`src/rtl/mem_stage_lsu.sv`:
```
// MEM-stage load/store unit: turns one RV32I load/store into a single word bus
// transaction, stalling the upstream pipeline until the access resolves.
module mem_stage_lsu #(
  parameter int TIMEOUT = 255
) (
  input  logic        clk,
  input  logic        rst,
  input  logic        mem_rd,
  input  logic        mem_wr,
  input  logic [2:0]  funct3,
  input  logic [31:0] ALUResultM,
  input  logic [31:0] rdata2M,
  input  logic [4:0]  waddrM,
  output logic        bus_req,
  output logic        bus_we,
  output logic [31:0] bus_addr,
  output logic [3:0]  bus_be,
  output logic [31:0] bus_wdata,
  input  logic        bus_ack,
  input  logic        bus_err,
  input  logic [31:0] bus_rdata,
  output logic        Stall,
  output logic [31:0] load_data,
  output logic        wb_valid,
  output logic [4:0]  waddrW,
  output logic        fault,
  output logic [1:0]  fault_cause
);

  localparam logic [1:0] ST_IDLE = 2'b00;
  localparam logic [1:0] ST_REQ  = 2'b01;
  localparam logic [1:0] ST_DONE = 2'b10;

  localparam logic [2:0] F3_B  = 3'b000;
  localparam logic [2:0] F3_H  = 3'b001;
  localparam logic [2:0] F3_W  = 3'b010;
  localparam logic [2:0] F3_BU = 3'b100;
  localparam logic [2:0] F3_HU = 3'b101;

  localparam logic [1:0] CAUSE_MIS = 2'b01;
  localparam logic [1:0] CAUSE_ERR = 2'b10;
  localparam logic [1:0] CAUSE_TMO = 2'b11;

  localparam logic [7:0] TMO_LIMIT = 8'(TIMEOUT);

  function automatic logic misaligned(input logic [2:0] f3, input logic [1:0] off);
    logic m;
    case (f3)
      F3_H, F3_HU: m = off[0];
      F3_W:        m = (off != 2'b00);
      default:     m = 1'b0;
    endcase
    return m;
  endfunction

  function automatic logic [3:0] byte_enable(input logic [2:0] f3, input logic [1:0] off);
    logic [3:0] be;
    case (f3)
      F3_B, F3_BU: be = 4'b0001 << off;
      F3_H, F3_HU: be = off[1] ? 4'b1100 : 4'b0011;
      default:     be = 4'b1111;
    endcase
    return be;
  endfunction

  function automatic logic [31:0] store_data(input logic [2:0] f3, input logic [31:0] d);
    logic [31:0] w;
    case (f3)
      F3_B, F3_BU: w = {4{d[7:0]}};
      F3_H, F3_HU: w = {2{d[15:0]}};
      default:     w = d;
    endcase
    return w;
  endfunction

  function automatic logic [31:0] load_extract(input logic [2:0] f3, input logic [1:0] off,
                                               input logic [31:0] d);
    logic [7:0]  b;
    logic [15:0] h;
    logic [31:0] r;
    case (off)
      2'b00:   b = d[7:0];
      2'b01:   b = d[15:8];
      2'b10:   b = d[23:16];
      2'b11:   b = d[31:24];
      default: b = d[7:0];
    endcase
    h = off[1] ? d[31:16] : d[15:0];
    case (f3)
      F3_B:    r = {{24{b[7]}}, b};
      F3_BU:   r = {24'h000000, b};
      F3_H:    r = {{16{h[15]}}, h};
      F3_HU:   r = {16'h0000, h};
      default: r = d;
    endcase
    return r;
  endfunction

  logic [1:0]  state_r;
  logic [1:0]  state_nxt_s;
  logic [7:0]  cnt_r;
  logic [2:0]  f3_r;
  logic [1:0]  off_r;
  logic [4:0]  waddr_r;
  logic        bus_req_r;
  logic        bus_we_r;
  logic [31:0] bus_addr_r;
  logic [3:0]  bus_be_r;
  logic [31:0] bus_wdata_r;
  logic [31:0] load_data_r;
  logic        wb_valid_r;
  logic [4:0]  waddr_w_r;
  logic        fault_r;
  logic [1:0]  cause_r;

  logic access_s;
  logic mis_s;
  logic start_s;
  logic mis_fault_s;
  logic resp_err_s;
  logic resp_ok_s;
  logic tmo_s;
  logic req_exit_s;
  logic stall_s;

  assign access_s = mem_rd | mem_wr;
  assign mis_s    = misaligned(funct3, ALUResultM[1:0]);

  // State register
  always_ff @(posedge clk) begin
    if (rst) begin
      state_r <= ST_IDLE;
    end else begin
      state_r <= state_nxt_s;
    end
  end

  // Next-state decode
  always_comb begin
    state_nxt_s = ST_IDLE;
    case (state_r)
      ST_IDLE: begin
        if (access_s && !mis_s) begin
          state_nxt_s = ST_REQ;
        end else begin
          state_nxt_s = ST_IDLE;
        end
      end
      ST_REQ: begin
        if (bus_err || bus_ack || (cnt_r == TMO_LIMIT)) begin
          state_nxt_s = ST_DONE;
        end else begin
          state_nxt_s = ST_REQ;
        end
      end
      ST_DONE: state_nxt_s = ST_IDLE;
      default: state_nxt_s = ST_IDLE;
    endcase
  end

  // Per-state strobes and the combinational pipeline stall
  always_comb begin
    start_s     = 1'b0;
    mis_fault_s = 1'b0;
    resp_err_s  = 1'b0;
    resp_ok_s   = 1'b0;
    tmo_s       = 1'b0;
    stall_s     = 1'b0;
    case (state_r)
      ST_IDLE: begin
        start_s     = access_s && !mis_s;
        mis_fault_s = access_s && mis_s;
        stall_s     = access_s && !mis_s;
      end
      ST_REQ: begin
        resp_err_s = bus_err;
        resp_ok_s  = bus_ack && !bus_err;
        tmo_s      = !bus_ack && !bus_err && (cnt_r == TMO_LIMIT);
        stall_s    = 1'b1;
      end
      ST_DONE: stall_s = 1'b0;
      default: stall_s = 1'b0;
    endcase
  end

  assign req_exit_s = resp_err_s | resp_ok_s | tmo_s;
  // A pending reset must release the pipeline even while an access is held.
  assign Stall      = !rst && stall_s;

  // Wait counter, restarted on every bus request
  always_ff @(posedge clk) begin
    if (rst || start_s) begin
      cnt_r <= 8'd0;
    end else if (state_r == ST_REQ) begin
      cnt_r <= cnt_r + 8'd1;
    end else begin
      cnt_r <= cnt_r;
    end
  end

  // Bus request register and the transaction fields held for its whole life
  always_ff @(posedge clk) begin
    if (rst) begin
      bus_req_r   <= 1'b0;
      bus_we_r    <= 1'b0;
      bus_addr_r  <= 32'h0000_0000;
      bus_be_r    <= 4'b0000;
      bus_wdata_r <= 32'h0000_0000;
      f3_r        <= 3'b000;
      off_r       <= 2'b00;
      waddr_r     <= 5'd0;
    end else if (start_s) begin
      bus_req_r   <= 1'b1;
      bus_we_r    <= mem_wr;
      bus_addr_r  <= {ALUResultM[31:2], 2'b00};
      bus_be_r    <= byte_enable(funct3, ALUResultM[1:0]);
      bus_wdata_r <= store_data(funct3, rdata2M);
      f3_r        <= funct3;
      off_r       <= ALUResultM[1:0];
      waddr_r     <= waddrM;
    end else if (req_exit_s) begin
      bus_req_r   <= 1'b0;
    end
  end

  // Writeback and fault reporting; pulses last one cycle, data holds
  always_ff @(posedge clk) begin
    if (rst) begin
      wb_valid_r  <= 1'b0;
      fault_r     <= 1'b0;
      cause_r     <= 2'b00;
      load_data_r <= 32'h0000_0000;
      waddr_w_r   <= 5'd0;
    end else begin
      wb_valid_r <= 1'b0;
      fault_r    <= 1'b0;
      if (mis_fault_s) begin
        fault_r <= 1'b1;
        cause_r <= CAUSE_MIS;
      end
      if (resp_err_s) begin
        fault_r <= 1'b1;
        cause_r <= CAUSE_ERR;
      end
      if (tmo_s) begin
        fault_r <= 1'b1;
        cause_r <= CAUSE_TMO;
      end
      if (resp_ok_s && !bus_we_r) begin
        wb_valid_r  <= 1'b1;
        load_data_r <= load_extract(f3_r, off_r, bus_rdata);
        waddr_w_r   <= waddr_r;
      end
    end
  end

  assign bus_req     = bus_req_r;
  assign bus_we      = bus_we_r;
  assign bus_addr    = bus_addr_r;
  assign bus_be      = bus_be_r;
  assign bus_wdata   = bus_wdata_r;
  assign load_data   = load_data_r;
  assign wb_valid    = wb_valid_r;
  assign waddrW      = waddr_w_r;
  assign fault       = fault_r;
  assign fault_cause = cause_r;

endmodule

```
`config.mk`:
```
export PLATFORM = sky130hd
export DESIGN_NAME = mem_stage_lsu
export DESIGN_NICKNAME = d
export VERILOG_FILES = /design/src/rtl/mem_stage_lsu.sv
export SDC_FILE = /design/constraint.sdc
export NUM_CORES = 1
export LEC_CHECK = 0
export CAP_MARGIN = 0
export CORE_ASPECT_RATIO = 1.25
export CORE_MARGIN = 2
export CORE_UTILIZATION = 51
export CTS_CLUSTER_DIAMETER = 50
export CTS_CLUSTER_SIZE = 28
export DETAILED_ROUTE_END_ITERATION = 10
export DONT_BUFFER_PORTS = 1
export GPL_ROUTABILITY_DRIVEN = 0
export PLACE_DENSITY = 0.74
export SLEW_MARGIN = 10
export SYNTH_ARGS = -nofsm -noshare
export SYNTH_HDL_FRONTEND = slang
export SYNTH_SLANG_ARGS = --single-unit
```
`constraint.sdc`:
```
create_clock -name clk -period 1.7 [get_ports clk]
set_input_delay 0.17 -clock clk [delete_from_list [all_inputs] [get_ports clk]]
set_output_delay 0.17 -clock clk [all_outputs]
set_load 0.02 [all_outputs]
```
Word level (Yosys, flattened, before mapping)
Cells that the tools add are included.
- add/subtract/negate cells: 1
- equality and inequality tests: 12
- shifts and indexed selects: 1
- muxes and demuxes: 25
- bitwise logic cells: 3
- reductions and logical operators: 24
- operators by type and width (operator ; number):
    32-bit case mux with 4 select lines ; 1
    32-bit case mux with 2 select lines ; 1
    8-bit case mux with 4 select lines ; 1
    16-bit 2-to-1 mux ; 1
    3-bit equality test, second input constant ; 4
    1-bit 2-to-1 mux ; 12
    8-bit by 1-bit adder with 8-bit output, second input constant ; 1
    8-bit equality test, second input constant ; 1
    2-bit 2-to-1 mux ; 4
    4-bit case mux with 2 select lines ; 1
    1-bit logical AND ; 7
    3-bit by 1-bit equality test with 1-bit output, second input constant ; 2
    3-bit logical NOT ; 2
    1-bit logical NOT ; 5
    2-bit by 1-bit equality test with 1-bit output, second input constant ; 2
    2-bit equality test, second input constant ; 2
    2-bit logical NOT ; 2
    4-bit 2-to-1 mux ; 1
    1-bit case mux with 2 select lines ; 2
    2-bit case mux with 2 select lines ; 1
    2-bit nonzero test ; 2
    2-bit OR reduction ; 2
    1-bit by 2-bit << shifter with 4-bit output, first input constant ; 1
    3-bit by 2-bit equality test with 1-bit output, second input constant ; 1
    3 further kinds ; 7
- flip-flop bits (word level): 129
- input port bits: 110

Longest topological paths before layout
Gate-level depths: netlist of the first run.
- word-level depth: 8
- gate-level depth with buffers: 7

Least setup slack after synthesis of the first run
OpenSTA, ideal clock, no wires.
- path kind: register to register
- start point: register bus_we_r (netlist: bus_we)
- end point: register load_data_r[26] (netlist: load_data[26])
- arrival: 1711 ps
- required time: 1568 ps
- path slack: -143 ps
- cell stages (with the launch flop): 8
- path buffers: 3
- clock period less this slack: 1843 ps
- cell sequence: dfxtp_1 -> or4b_1 -> buf_2 -> or2_1 -> buf_6 -> buf_6 -> a21oi_2 -> o21ai_2
- longest elaborated chain between the ends: 2
- ends and longest elaborated chain (what ; line ; RTL):
    start, declared ; 106 ; logic bus_we_r;
    start signal, assigned ; 214 ; bus_we_r <= mem_wr;
    1-bit logical NOT ; 249 ; if (resp_ok_s && !bus_we_r) begin
    1-bit logical AND ; 249 ;
    end signal, assigned ; 251 ; load_data_r <= load_extract(f3_r, off_r, bus_rdata);
    end, declared ; 110 ; logic [31:0] load_data_r;
Every way passes these cells.
A chain may end at the register's enable or synchronous reset.

Worst setup path after layout of the first run
- start point: register state_r[1]
- end point: register load_data_r[22] (netlist: load_data[22])
- longest elaborated chain between the ends: 3
- ends and longest elaborated chain (what ; line ; RTL):
    start, declared ; 99 ; logic [1:0] state_r;
    start signal, assigned ; 134 ; state_r <= state_nxt_s;
    2-bit by 1-bit equality test with 1-bit output ; 169 ; case (state_r)
    1-bit 2-to-1 mux ; 169 ;
    1-bit logical AND ; 249 ;
Every way passes these cells.

==> results.yml, run 1 <==
power:
  p_switching_mw: 2.50
  clkPwrFrac_pct: 43.9
  p_int_mw: 6.13
  comb_power_share_pct: 13.7
  power_mw: 8.63
  swShare_pct: 28.9
  power_density_nw_per_um2: 1210
  p_leak_nw: 2.49
  ir_drop_v: 0.000909
  seqPwrFrac_pct: 42.4
worst_setup_path:
  r2r_slack_ps: -5
  critPathRequiredTime_ps: 2030
  path_max_fanout: 8
  worstPathArrival_ps: 2040
  criticalPathCategory: "reg -> reg"
  setup.worst_path.end_class: "register"
  critPathLaunchType: "register"
synth:
  synthCells: 716
  synth_edf_count: 0
  ys_top_cells_by_count: "129 x dfxtp_1, 97 x a21oi_1, 79 x o21ai_0, 57 x nand2_1, 55 x nand3_1"
  seq_area_frac_synth_pct: 43.0
  syn_area_sq_um: 6010
  synth_top_area_share_pct: 43.0
  syn_area_per_cell_sq_um: 8.39
  synth.most_common_cell: "dfxtp_1"
  ys_seq_elements: 129
  synth.distinct_cells: 62
  synthArstFlopShare_pct: 0
  yosysWarnings: 0
  yosys-top-cells-area: "dfxtp_1 43%, a21oi_1 8.1%, o21ai_0 6.6%"
  synth.largest_area_cell: "dfxtp_1"
  ys_dominant_reg_cell: "dfxtp_1"
worst_hold_path:
  hp-class: "in -> reg"
floorplanning:
  io_pins: 222
  dieArea_sq_um: 12700
  start_util_pct: 51.9
  fp.dieW_microns: 101
  die_y_microns: 125
  core_area_sq_um: 11600
  rows: 44
drt:
  dr.pass1.iters: 4
  wl_per_cell_microns: 21.1
  drt_first_iter_violations: 268
  vias: 5531
  antenna_left: 0
  vias_per_cell: 6.40
  wl_microns: 18200
  drcViolationCount: 0
timing:
  max_freq_mhz: 586
  period_share_pct: 100
  slew_headroom_pct: 64.2
  timing.final.ws_setup_ps: -5.28
  hold_violations: 121
  finalCriticalPeriod_ps: 1710
  hold_slack_ps: -157
  worst_pin_slew_ps: 535
  skew_ps: 5.96
  setup_viol: 1
  drv_slew: 0
  rsz0062_at_grt: "yes"
finish:
  post_layout_nonfiller_instances: 864
  drive_gt1_share_pct: 19.8
  areaGrowthSynthToFinish_pct: 18.3
  n_antenna_cell: 0
  final_nets: 824
  fill_cells: 975
grt:
  grt_pass1_vias: 5475
  grt_max_degree: 127
  grt_overflow: 0
  grt_pass1_wl_microns: 27900
  groute.usage.overall_pct: 27.7
  antenna_found_initial: 0
cts:
  clk_pin_slew_ps: 60
  cts_hold_buf: 4
  cts_inserted_buffers: 17
  htreeDepth: 4
  cts_tree: "done"
  cts-root-buf: "clkbuf_16"
  cts_buffer_depth: 2
  cts_sinks: 129
  clk_latency_ps: 400
status:
  outcome: "finished with violations"
  violations: "hold timing, setup timing"
placement:
  dp_slack_ps: -59.4
  portBuffers: 0
  hpwl_microns: 12500
  dp_cells: 816
flow_run:
  max_cap_viol_count: 0
## metal layers
layer / global-route usage, % / wire length, microns
met1: 29.8 / 6320
met2: 46.3 / 9080
met4: 14.4 / 795
met5: 0 / 0
met3: 11.0 / 2020
## sequential cells by signal (all words and copies together), names as in the netlist
name,cells
bus_we,1
cnt_r,8
wb_valid,1
off_r,2
fault,1
f3_r,3
bus_wdata,32
bus_addr,30
waddrW,5
fault_cause,2
waddr_r,5
bus_be,4
load_data,32
bus_req,1
state_r,2
## per-stage QoR
step	TNS, ps	utilization [%]	area [sq um]
after floorplan	-619	-	6030
after global placement	-2.03	53.7	6210
after detailed placement	-420	53.7	6210
after CTS	-14.5	60.6	7010
after global routing	-159	61.5	7110
final	-5.28	61.5	7110
## power groups by stage
stage	clock network [mW]	registers, mW	logic (mW)
after global routing	4.01	3.68	1.30
after detailed placement	0	3.72	1.08
after floorplan	0	3.66	0.856
after global placement	0	3.72	1.04
after CTS	3.83	3.66	1.15
final	3.79	3.66	1.18
## placed cells by master (no fill, tap or decap), drive strengths merged, types with 11 or more instances in the layout
| cell type | netlist | final |
|---|---|---|
| nand3 | 55 | 55 |
| a211oi | 19 | 19 |
| nand2 | 57 | 57 |
| clkbuf | 53 | 18 |
| buf | 23 | 48 |
| mux2i | 23 | 23 |
| nor2 | 17 | 17 |
| a21oi | 109 | 109 |
| o21ai | 92 | 92 |
| nor3 | 27 | 27 |
| a311oi | 11 | 11 |
| dfxtp | 129 | 129 |
| nor2b | 11 | 11 |
## what timing repair did
item                                    4_1_cts  5_1_grt
pin swaps                                     5        4
gates resized for setup                      17       24
endpoints found under the setup margin       18       37
setup buffers                                 7        3
hold endpoints to repair                    126      122
gates cloned                                  2        0
## worst max-delay path: stages (launching register included)
cell and delay [ps]:
dfxtp_2 320, or4b_4 560, buf_8 160, nor3_4 160
buf_6 160, o211ai_4 140, o21ai_1 130
## logic make-up (layout without fill, tap and decap cells)
group	Yosys count	in the layout	share of synthesized area, %
XOR/XNOR	7	7	1.02
buffers and inverters	81	89	6.06
flip-flops	129	129	43.0
multiplexers	27	27	4.77
adder cells (fa/ha/maj)	1	1	0.208
other	1	2	0.0624
AND/OR/NAND/NOR	201	201	17.1
AO/OA/AOI/OAI	269	270	27.8
## final timing paths
kind,start,endpoint,cells past startpoint
max,state_r[1]$_SDFF_PP0_,load_data[22]$_SDFFE_PP0P_,6
max reg2reg,state_r[1]$_SDFF_PP0_,load_data[22]$_SDFFE_PP0P_,6
min reg2reg,waddr_r[4]$_SDFFE_PP0P_,waddrW[4]$_SDFFE_PP0P_,2
min,rst,cnt_r[4]$_SDFFE_PP0P_,1
## cell type report
class / count / area, sq um / share of cell area, %
clock buffer: 18 / 439 / 6.18
sequential: 129 / 2590 / 36.4
inverter: 5 / 18.8 / 0.264
timing repair buffer: 52 / 509 / 7.17
clock inverter: 14 / 179 / 2.52
multi-input combinational: 508 / 3200 / 45.0
tap: 138 / 173 / 2.43
Power figures use the tool's default switching activity.
==> run 2, diff against run 1 <==
Settings changed: CTS_CLUSTER_SIZE 28 to 25.
==> results of run 2 <==
Final layout, timing and power as in run 1 (identical DEF).
